### src/rtl/clock_pkg.sv
// Shared encodings, key indices, blink masks and time arithmetic for the
// seven-segment clock time-setting controller.
package clock_pkg;

    localparam int unsigned KEY_W      = 5;
    localparam int unsigned K_MODE     = 0;
    localparam int unsigned K_UP       = 1;
    localparam int unsigned K_DOWN     = 2;
    localparam int unsigned K_CANCEL   = 3;
    localparam int unsigned K_RESERVED = 4;

    localparam int unsigned HOUR_W     = 5;
    localparam int unsigned MINSEC_W   = 6;
    localparam int unsigned MASK_W     = 8;
    localparam int unsigned MODE_W     = 2;

    localparam int unsigned HOUR_MAX   = 23;
    localparam int unsigned MINSEC_MAX = 59;

    localparam logic [MASK_W-1:0] MASK_HOUR = 8'b1100_0000;
    localparam logic [MASK_W-1:0] MASK_MIN  = 8'b0001_1000;
    localparam logic [MASK_W-1:0] MASK_SEC  = 8'b0000_0011;

    typedef enum logic [MODE_W-1:0] {
        MODE_RUN      = 2'd0,
        MODE_SET_HOUR = 2'd1,
        MODE_SET_MIN  = 2'd2,
        MODE_SET_SEC  = 2'd3
    } mode_e;

    typedef struct packed {
        logic [HOUR_W-1:0]   hour;
        logic [MINSEC_W-1:0] min;
        logic [MINSEC_W-1:0] sec;
    } clk_time_t;

    // Modulo up/down step of a field whose range is 0..max.
    function automatic logic [MINSEC_W-1:0] wrap_step(input logic [MINSEC_W-1:0] v,
                                                      input logic [MINSEC_W-1:0] max,
                                                      input logic up);
        if (up) begin
            return (v == max) ? '0 : v + MINSEC_W'(1);
        end
        return (v == '0) ? max : v - MINSEC_W'(1);
    endfunction

    function automatic clk_time_t time_inc(input clk_time_t t);
        clk_time_t r;
        r     = t;
        r.sec = wrap_step(t.sec, MINSEC_W'(MINSEC_MAX), 1'b1);
        if (t.sec == MINSEC_W'(MINSEC_MAX)) begin
            r.min = wrap_step(t.min, MINSEC_W'(MINSEC_MAX), 1'b1);
            if (t.min == MINSEC_W'(MINSEC_MAX)) begin
                r.hour = HOUR_W'(wrap_step(MINSEC_W'(t.hour), MINSEC_W'(HOUR_MAX), 1'b1));
            end
        end
        return r;
    endfunction

    function automatic logic [MASK_W-1:0] field_mask(input mode_e m);
        case (m)
            MODE_SET_HOUR: return MASK_HOUR;
            MODE_SET_MIN:  return MASK_MIN;
            MODE_SET_SEC:  return MASK_SEC;
            default:       return '0;
        endcase
    endfunction

endpackage

### src/rtl/clock_set_ctrl_if.sv
// Key inputs and display-side outputs of the clock time-setting controller.
interface clock_set_ctrl_if;

    logic [clock_pkg::KEY_W-1:0]    key;
    logic [clock_pkg::HOUR_W-1:0]   hour_o;
    logic [clock_pkg::MINSEC_W-1:0] min_o;
    logic [clock_pkg::MINSEC_W-1:0] sec_o;
    logic [clock_pkg::MASK_W-1:0]   blink_mask;
    logic [clock_pkg::MODE_W-1:0]   mode_o;
    logic                           tick_o;

    modport master (output key, input hour_o, min_o, sec_o, blink_mask, mode_o, tick_o);
    modport slave  (input key, output hour_o, min_o, sec_o, blink_mask, mode_o, tick_o);

endinterface

### src/rtl/key_edge_detect.sv
// Rising-edge detector for the debounced key levels.
module key_edge_detect
    import clock_pkg::*;
(
    input  logic             clk,
    input  logic [KEY_W-1:0] key,
    output logic [KEY_W-1:0] press_c
);

    logic [KEY_W-1:0] prev_key;

    // Loads every cycle, reset included, so a key held through reset never looks like a press.
    always_ff @(posedge clk) begin
        prev_key <= key;
    end

    assign press_c = key & ~prev_key;

endmodule

### src/rtl/clock_set_ctrl.sv
// Live time keeping plus RUN/SET_HOUR/SET_MIN/SET_SEC editing FSM with
// per-field blink mask for the display scanner.
module clock_set_ctrl
    import clock_pkg::*;
#(
    parameter int unsigned T1S       = 100000000,
    parameter int unsigned BLINK_DIV = 50000000
) (
    input  logic             clk,
    input  logic             rst,
    clock_set_ctrl_if.slave  bus
);

    localparam int unsigned CNT_W   = (T1S > 1)       ? $clog2(T1S)       : 1;
    localparam int unsigned BLINK_W = (BLINK_DIV > 1) ? $clog2(BLINK_DIV) : 1;

    logic [KEY_W-1:0]   press_c;
    logic               unused_key;

    mode_e              mode_q,      mode_d;
    clk_time_t          live_q,      live_d;
    clk_time_t          edit_q,      edit_d;
    logic [CNT_W-1:0]   sec_cnt_q,   sec_cnt_d;
    logic [BLINK_W-1:0] blink_cnt_q, blink_cnt_d;
    logic               phase_q,     phase_d;
    clk_time_t          disp_q,      disp_d;
    logic [MASK_W-1:0]  mask_q,      mask_d;
    logic               tick_q,      tick_d;
    logic               up_c;

    key_edge_detect u_key_edge_detect (
        .clk     (clk),
        .key     (bus.key),
        .press_c (press_c)
    );

    assign unused_key = press_c[K_RESERVED];
    assign up_c       = press_c[K_UP];

    // Next-state: key priority CANCEL > MODE > UP > DOWN, one action per cycle.
    always_comb begin
        mode_d      = mode_q;
        live_d      = live_q;
        edit_d      = edit_q;
        sec_cnt_d   = sec_cnt_q;
        blink_cnt_d = blink_cnt_q;
        phase_d     = phase_q;
        tick_d      = 1'b0;

        if (mode_q == MODE_RUN) begin
            if (press_c[K_CANCEL]) begin
                mode_d = MODE_RUN;
            end else if (press_c[K_MODE]) begin
                mode_d      = MODE_SET_HOUR;
                edit_d      = live_q;
                sec_cnt_d   = '0;
                blink_cnt_d = '0;
                phase_d     = 1'b0;
            end else if (sec_cnt_q == CNT_W'(T1S - 1)) begin
                sec_cnt_d = '0;
                live_d    = time_inc(live_q);
                tick_d    = 1'b1;
            end else begin
                sec_cnt_d = sec_cnt_q + CNT_W'(1);
            end
        end else begin
            if (blink_cnt_q == BLINK_W'(BLINK_DIV - 1)) begin
                blink_cnt_d = '0;
                phase_d     = ~phase_q;
            end else begin
                blink_cnt_d = blink_cnt_q + BLINK_W'(1);
            end

            if (press_c[K_CANCEL]) begin
                mode_d      = MODE_RUN;
                sec_cnt_d   = '0;
                blink_cnt_d = '0;
                phase_d     = 1'b0;
            end else if (press_c[K_MODE]) begin
                case (mode_q)
                    MODE_SET_HOUR: mode_d = MODE_SET_MIN;
                    MODE_SET_MIN:  mode_d = MODE_SET_SEC;
                    default: begin
                        mode_d    = MODE_RUN;
                        live_d    = edit_q;
                        sec_cnt_d = '0;
                    end
                endcase
                blink_cnt_d = '0;
                phase_d     = 1'b0;
            end else if (press_c[K_UP] || press_c[K_DOWN]) begin
                case (mode_q)
                    MODE_SET_HOUR: edit_d.hour = HOUR_W'(wrap_step(MINSEC_W'(edit_q.hour),
                                                                   MINSEC_W'(HOUR_MAX), up_c));
                    MODE_SET_MIN:  edit_d.min  = wrap_step(edit_q.min, MINSEC_W'(MINSEC_MAX), up_c);
                    default:       edit_d.sec  = wrap_step(edit_q.sec, MINSEC_W'(MINSEC_MAX), up_c);
                endcase
                blink_cnt_d = '0;
                phase_d     = 1'b0;
            end
        end

        disp_d = (mode_d == MODE_RUN) ? live_d : edit_d;
        mask_d = (mode_d != MODE_RUN && phase_d) ? field_mask(mode_d) : '0;
    end

    always_ff @(posedge clk) begin
        if (!rst) begin
            mode_q      <= MODE_RUN;
            live_q      <= '0;
            edit_q      <= '0;
            sec_cnt_q   <= '0;
            blink_cnt_q <= '0;
            phase_q     <= 1'b0;
            disp_q      <= '0;
            mask_q      <= '0;
            tick_q      <= 1'b0;
        end else begin
            mode_q      <= mode_d;
            live_q      <= live_d;
            edit_q      <= edit_d;
            sec_cnt_q   <= sec_cnt_d;
            blink_cnt_q <= blink_cnt_d;
            phase_q     <= phase_d;
            disp_q      <= disp_d;
            mask_q      <= mask_d;
            tick_q      <= tick_d;
        end
    end

    assign bus.hour_o     = disp_q.hour;
    assign bus.min_o      = disp_q.min;
    assign bus.sec_o      = disp_q.sec;
    assign bus.blink_mask = mask_q;
    assign bus.mode_o     = mode_q;
    assign bus.tick_o     = tick_q;

endmodule

### src/flat_wrapper.sv
// flat-port wrapper written by rule: the top's interface ports become plain ports
module clock_set_ctrl_flat import clock_pkg::*;
#(
    parameter int unsigned T1S       = 100000000,
    parameter int unsigned BLINK_DIV = 50000000
)
  (clk, rst, bus_key, bus_hour_o, bus_min_o, bus_sec_o, bus_blink_mask, bus_mode_o, bus_tick_o);
  clock_set_ctrl_if bus_i ();
  input  logic clk;
  input  logic rst;
  input wire logic [$bits(bus_i.key)-1:0] bus_key;
  output wire logic [$bits(bus_i.hour_o)-1:0] bus_hour_o;
  output wire logic [$bits(bus_i.min_o)-1:0] bus_min_o;
  output wire logic [$bits(bus_i.sec_o)-1:0] bus_sec_o;
  output wire logic [$bits(bus_i.blink_mask)-1:0] bus_blink_mask;
  output wire logic [$bits(bus_i.mode_o)-1:0] bus_mode_o;
  output wire logic [$bits(bus_i.tick_o)-1:0] bus_tick_o;
  assign bus_i.key = bus_key;
  assign bus_hour_o = bus_i.hour_o;
  assign bus_min_o = bus_i.min_o;
  assign bus_sec_o = bus_i.sec_o;
  assign bus_blink_mask = bus_i.blink_mask;
  assign bus_mode_o = bus_i.mode_o;
  assign bus_tick_o = bus_i.tick_o;
  clock_set_ctrl #(.T1S(T1S), .BLINK_DIV(BLINK_DIV)) u_core (.clk(clk), .rst(rst), .bus(bus_i));
endmodule
### config.mk
export PLATFORM = sky130hd
export DESIGN_NAME = clock_set_ctrl_flat
export DESIGN_NICKNAME = d
export VERILOG_FILES = /design/src/rtl/clock_pkg.sv /design/src/rtl/clock_set_ctrl_if.sv /design/src/rtl/key_edge_detect.sv /design/src/rtl/clock_set_ctrl.sv /design/src/flat_wrapper.sv
export SDC_FILE = /design/constraint.sdc
export NUM_CORES = 1
export LEC_CHECK = 0
export ABC_AREA = 1
export CORE_MARGIN = 2
export CORE_UTILIZATION = 35
export CTS_BUF_LIST = sky130_fd_sc_hd__clkbuf_16
export CTS_CLUSTER_DIAMETER = 30
export DETAILED_ROUTE_END_ITERATION = 8
export PLACE_DENSITY_LB_ADDON = 0.3
export SLEW_MARGIN = 20
export SYNTH_ARGS = -nofsm -noshare
export SYNTH_HDL_FRONTEND = slang
export SYNTH_SLANG_ARGS = --single-unit
### constraint.sdc
create_clock -name clk -period 3.4 [get_ports clk]
set_input_delay 0.85 -clock clk [delete_from_list [all_inputs] [get_ports clk]]
set_output_delay 0.85 -clock clk [all_outputs]
set_load 0.02 [all_outputs]
==> summary.txt <==
Routing
  • Drt total wl: 18700 um
  • Routed Antenna Nets: 0
  • Post-DR vias/cell: 4.94
  • Wirelength per Cell: 13.5 um
  • DRT iter0 DRCs: 499
  • First-pass DRT Iterations: 5
  • Via count: 6852
  • DRC Markers: 0

STA
  • Tmin final: 2.76 ns
  • Maximum clock rate: 0.362 GHz
  • Clock Skew: 0.0119 ns
  • Setup violators final: 0
  • Unrepaired setup endpoints after global routing: no
  • Max Transition Viols Final: 0
  • Setup total negative slack: 0 ns
  • Final hold viol count: 0
  • Period utilization: 0.813
  • Hold WS: 0.462 ns
  • Worst-margin pin slew: 0.530 ns
  • Max transition margin: 0.646

Global routing
  • Vias in the first global route: 6408
  • Tot GR Track Use: 0.179
  • Initial antenna violation count: 0
  • First-pass GRT wire length: 31400 um
  • Largest net degree at the start of global routing: 44
  • Total congestion overflow: 0

Die
  • Core area: 19600 sq um
  • Initial Util: 0.360
  • Floorplan row count: 51
  • Die H: 146 um
  • Full die area: 21300 sq um
  • Die width: 146 um
  • IO Count: 35

Yosys
  • Post-synth EDFFs: 0
  • Post-synth top area cell: dfxtp_1
  • Synth Area in XOR/XNOR: 0.0360
  • Mean Syn Cell Area: 6.50 sq um
  • Post-Synth Adder-Cell Area: 0.0248
  • Main combinational cell family by area after synthesis: simple AND/OR/NAND/NOR gates
  • Cells after Synth: 1085
  • Fraction of registers with async set/reset: 0
  • Post-synth top cells: nand2_1 (217), inv_1 (133), nand3_1 (122), dfxtp_1 (115), a21oi_1 (113)
  • Most common cell in the netlist: nand2_1
  • Mux contribution to synthesized area: 0
  • Synth Area in Compound Gates: 0.160
  • Post-synth top area share: 0.326
  • Main flop type after synthesis: dfxtp_1
  • Seq/Total Area, Yosys: 0.326
  • Count of different cell masters after synthesis: 46
  • Synthesized area: 7050 sq um
  • Post-synthesis sequential element count: 115
  • Simple-gate area share of the yosys netlist: 0.345
  • Ys Warns: 0
  • Top cells by area, synth: dfxtp_1 (33%), nand2_1 (12%), nand3_1 (8.7%), a21oi_1 (8.0%), inv_1 (7.1%)

Final layout
  • Area delta synth->final: 15.9%
  • Final nets: 1130
  • Fraction of final layout cells sized beyond drive strength 1: 0.0963
  • N_diodes: 0

Worst setup path
  • Slowest stage cell, crit path: clkdlybuf4s50_1
  • Cells along the critical path: clkdlybuf4s50_1 -> nand2_2 -> nand2_4 -> inv_2 -> nand2_1 -> nand2_2 -> inv_2 -> nand2_1 -> nand2_1 -> buf_4 -> nor4b_2
  • Setup CP Type: in2reg
  • CP Launch Point: bus_key[3]
  • Critical path fanouts, max: 10
  • Delay of the slowest critical-path stage: 0.49 ns
  • WP data required: 3.74 ns
  • CP most frequent cell: nand2_1
  • Critical Path End Type: flop
  • RR Startpoint: u_core.bus.mode_o[0]
  • Nature of the critical path startpoint: input pin
  • CP arrival: 3.11 ns

Outcome
  • Status: finished, final reports clean

Power and ir drop
  • Combinational share of power: 0.131
  • VDD IR max: 0.274 mV
  • Seq pwr share: 0.390
  • Sw frac: 0.298
  • Net Sw Power: 0.00109 W
  • Power density over the cells: 450 nW/um^2
  • Clock share of power: 0.479
  • Int Pwr: 0.00258 W
  • Static leakage: 3.30 nW
  • Pwr Total: 0.00368 W

Clock tree
  • Post-CTS Repair Setup Buffers: 0
  • Clock Latency Late Sink: 0.43 ns
  • Clock Sinks: 115
  • # resized after CTS: 0
  • Worst-path clk slew: 0.06 ns
  • Clock buffer depth: 2
  • CTS hold repair buffers: 0
  • CTS tree: done
  • H-tree depth: 4
  • Number of CTS-inserted buffers: 17
  • Clock Root Buffer: clkbuf_16

Flow run
  • MaxCap Viol Count: 0

Place
  • Dpl hpwl: 13100 um
  • RePlAce Congestion: 0.907
  • Port Buffers: 31

Worst hold path
  • Min-delay src: u_core.sec_cnt_q[6]
  • Hold WC Path Type: reg2reg
-- critical path, delay by kind of cell --
family                 cells  cell delay, ns
buffers and inverters      4            1.05
AND/OR/NAND/NOR            7            1.19
-- metrics by stage --
stage | cell area (sq um) | utilization | worst slack (ns) | cells
after floorplan | 7060 | - | 1.32 | 1086
after global placement | 7600 | 0.388 | 0.225 | 1355
after detailed placement | 7600 | 0.388 | 0.227 | 1355
after CTS | 8180 | 0.417 | 0.661 | 1387
after global routing | 8180 | 0.417 | 0.446 | 1387
final | 8180 | 0.417 | 0.636 | 1387
-- cells by family after synthesis --
family | count (synthesis)
and+or+nand+nor | 527
AOI/OAI and AO/OA | 210
buffers and inverters | 189
adders and majority gates | 14
xor gates and xnor gates | 29
DFF | 115
other | 1
-- registers in the layout, indices dropped and copies added (netlist names) --
register                           flops
u_core.live_q                         17
u_core.blink_cnt_q                    26
u_core.bus.tick_o                      1
u_core.sec_cnt_q                      27
u_core.bus.hour_o                      5
u_core.bus.blink_mask                  3
u_core.edit_q                         17
u_core.bus.sec_o                       6
u_core.u_key_edge_detect.prev_key      4
u_core.phase_q                         1
u_core.bus.mode_o                      2
u_core.bus.min_o                       6
-- final cells by class --
class | count | area [sq um]
inverters | 148 | 556
clock inverters | 15 | 148
clock buffers | 17 | 425
well taps | 265 | 332
multi-input cells | 782 | 4000
fillers | 2113 | 11400
flip-flops and latches | 115 | 2300
repair buffers | 45 | 415
-- final timing paths --
check,end,slack [ns],cells after the start
max reg2reg,u_core.sec_cnt_q[12],0.85,10
max,u_core.sec_cnt_q[12],0.64,11
min,u_core.sec_cnt_q[6],0.46,2
min reg2reg,u_core.sec_cnt_q[6],0.46,2
-- layer usage --
| metal | GRT usage | wire length [um] | vias up |
|---|---|---|---|
| li1 | - | - | 3576 |
| met1 | 0.241 | 9210 | 3142 |
| met2 | 0.288 | 8460 | 114 |
| met3 | 0.0389 | 749 | 20 |
| met4 | 0.0519 | 252 | 0 |
| met5 | 0 | 0 | - |
-- cells in the final DEF (no fill, tap or decap), types with 14 or more instances in the layout --
master           count
a21oi_1            113
buf_4               14
clkbuf_16           17
clkdlybuf4s50_1     31
dfxtp_1            115
ha_1                14
inv_1              133
inv_2               15
nand2_1            217
nand3_1            122
nand4_1             15
nor2_1              97
nor3_1              26
o21ai_0             62
xor2_1              22
-- power by group through the flow --
stage	Sequential, W	Combinational [W]	Clock, W
after floorplan	0.00147	0.000334	0
after global routing	0.00144	0.000542	0.00185
final	0.00144	0.000481	0.00176
after global placement	0.00146	0.000476	0
after detailed placement	0.00146	0.000479	0
after CTS	0.00143	0.000481	0.00179
Note: power is estimated with default switching activity, not from simulation.
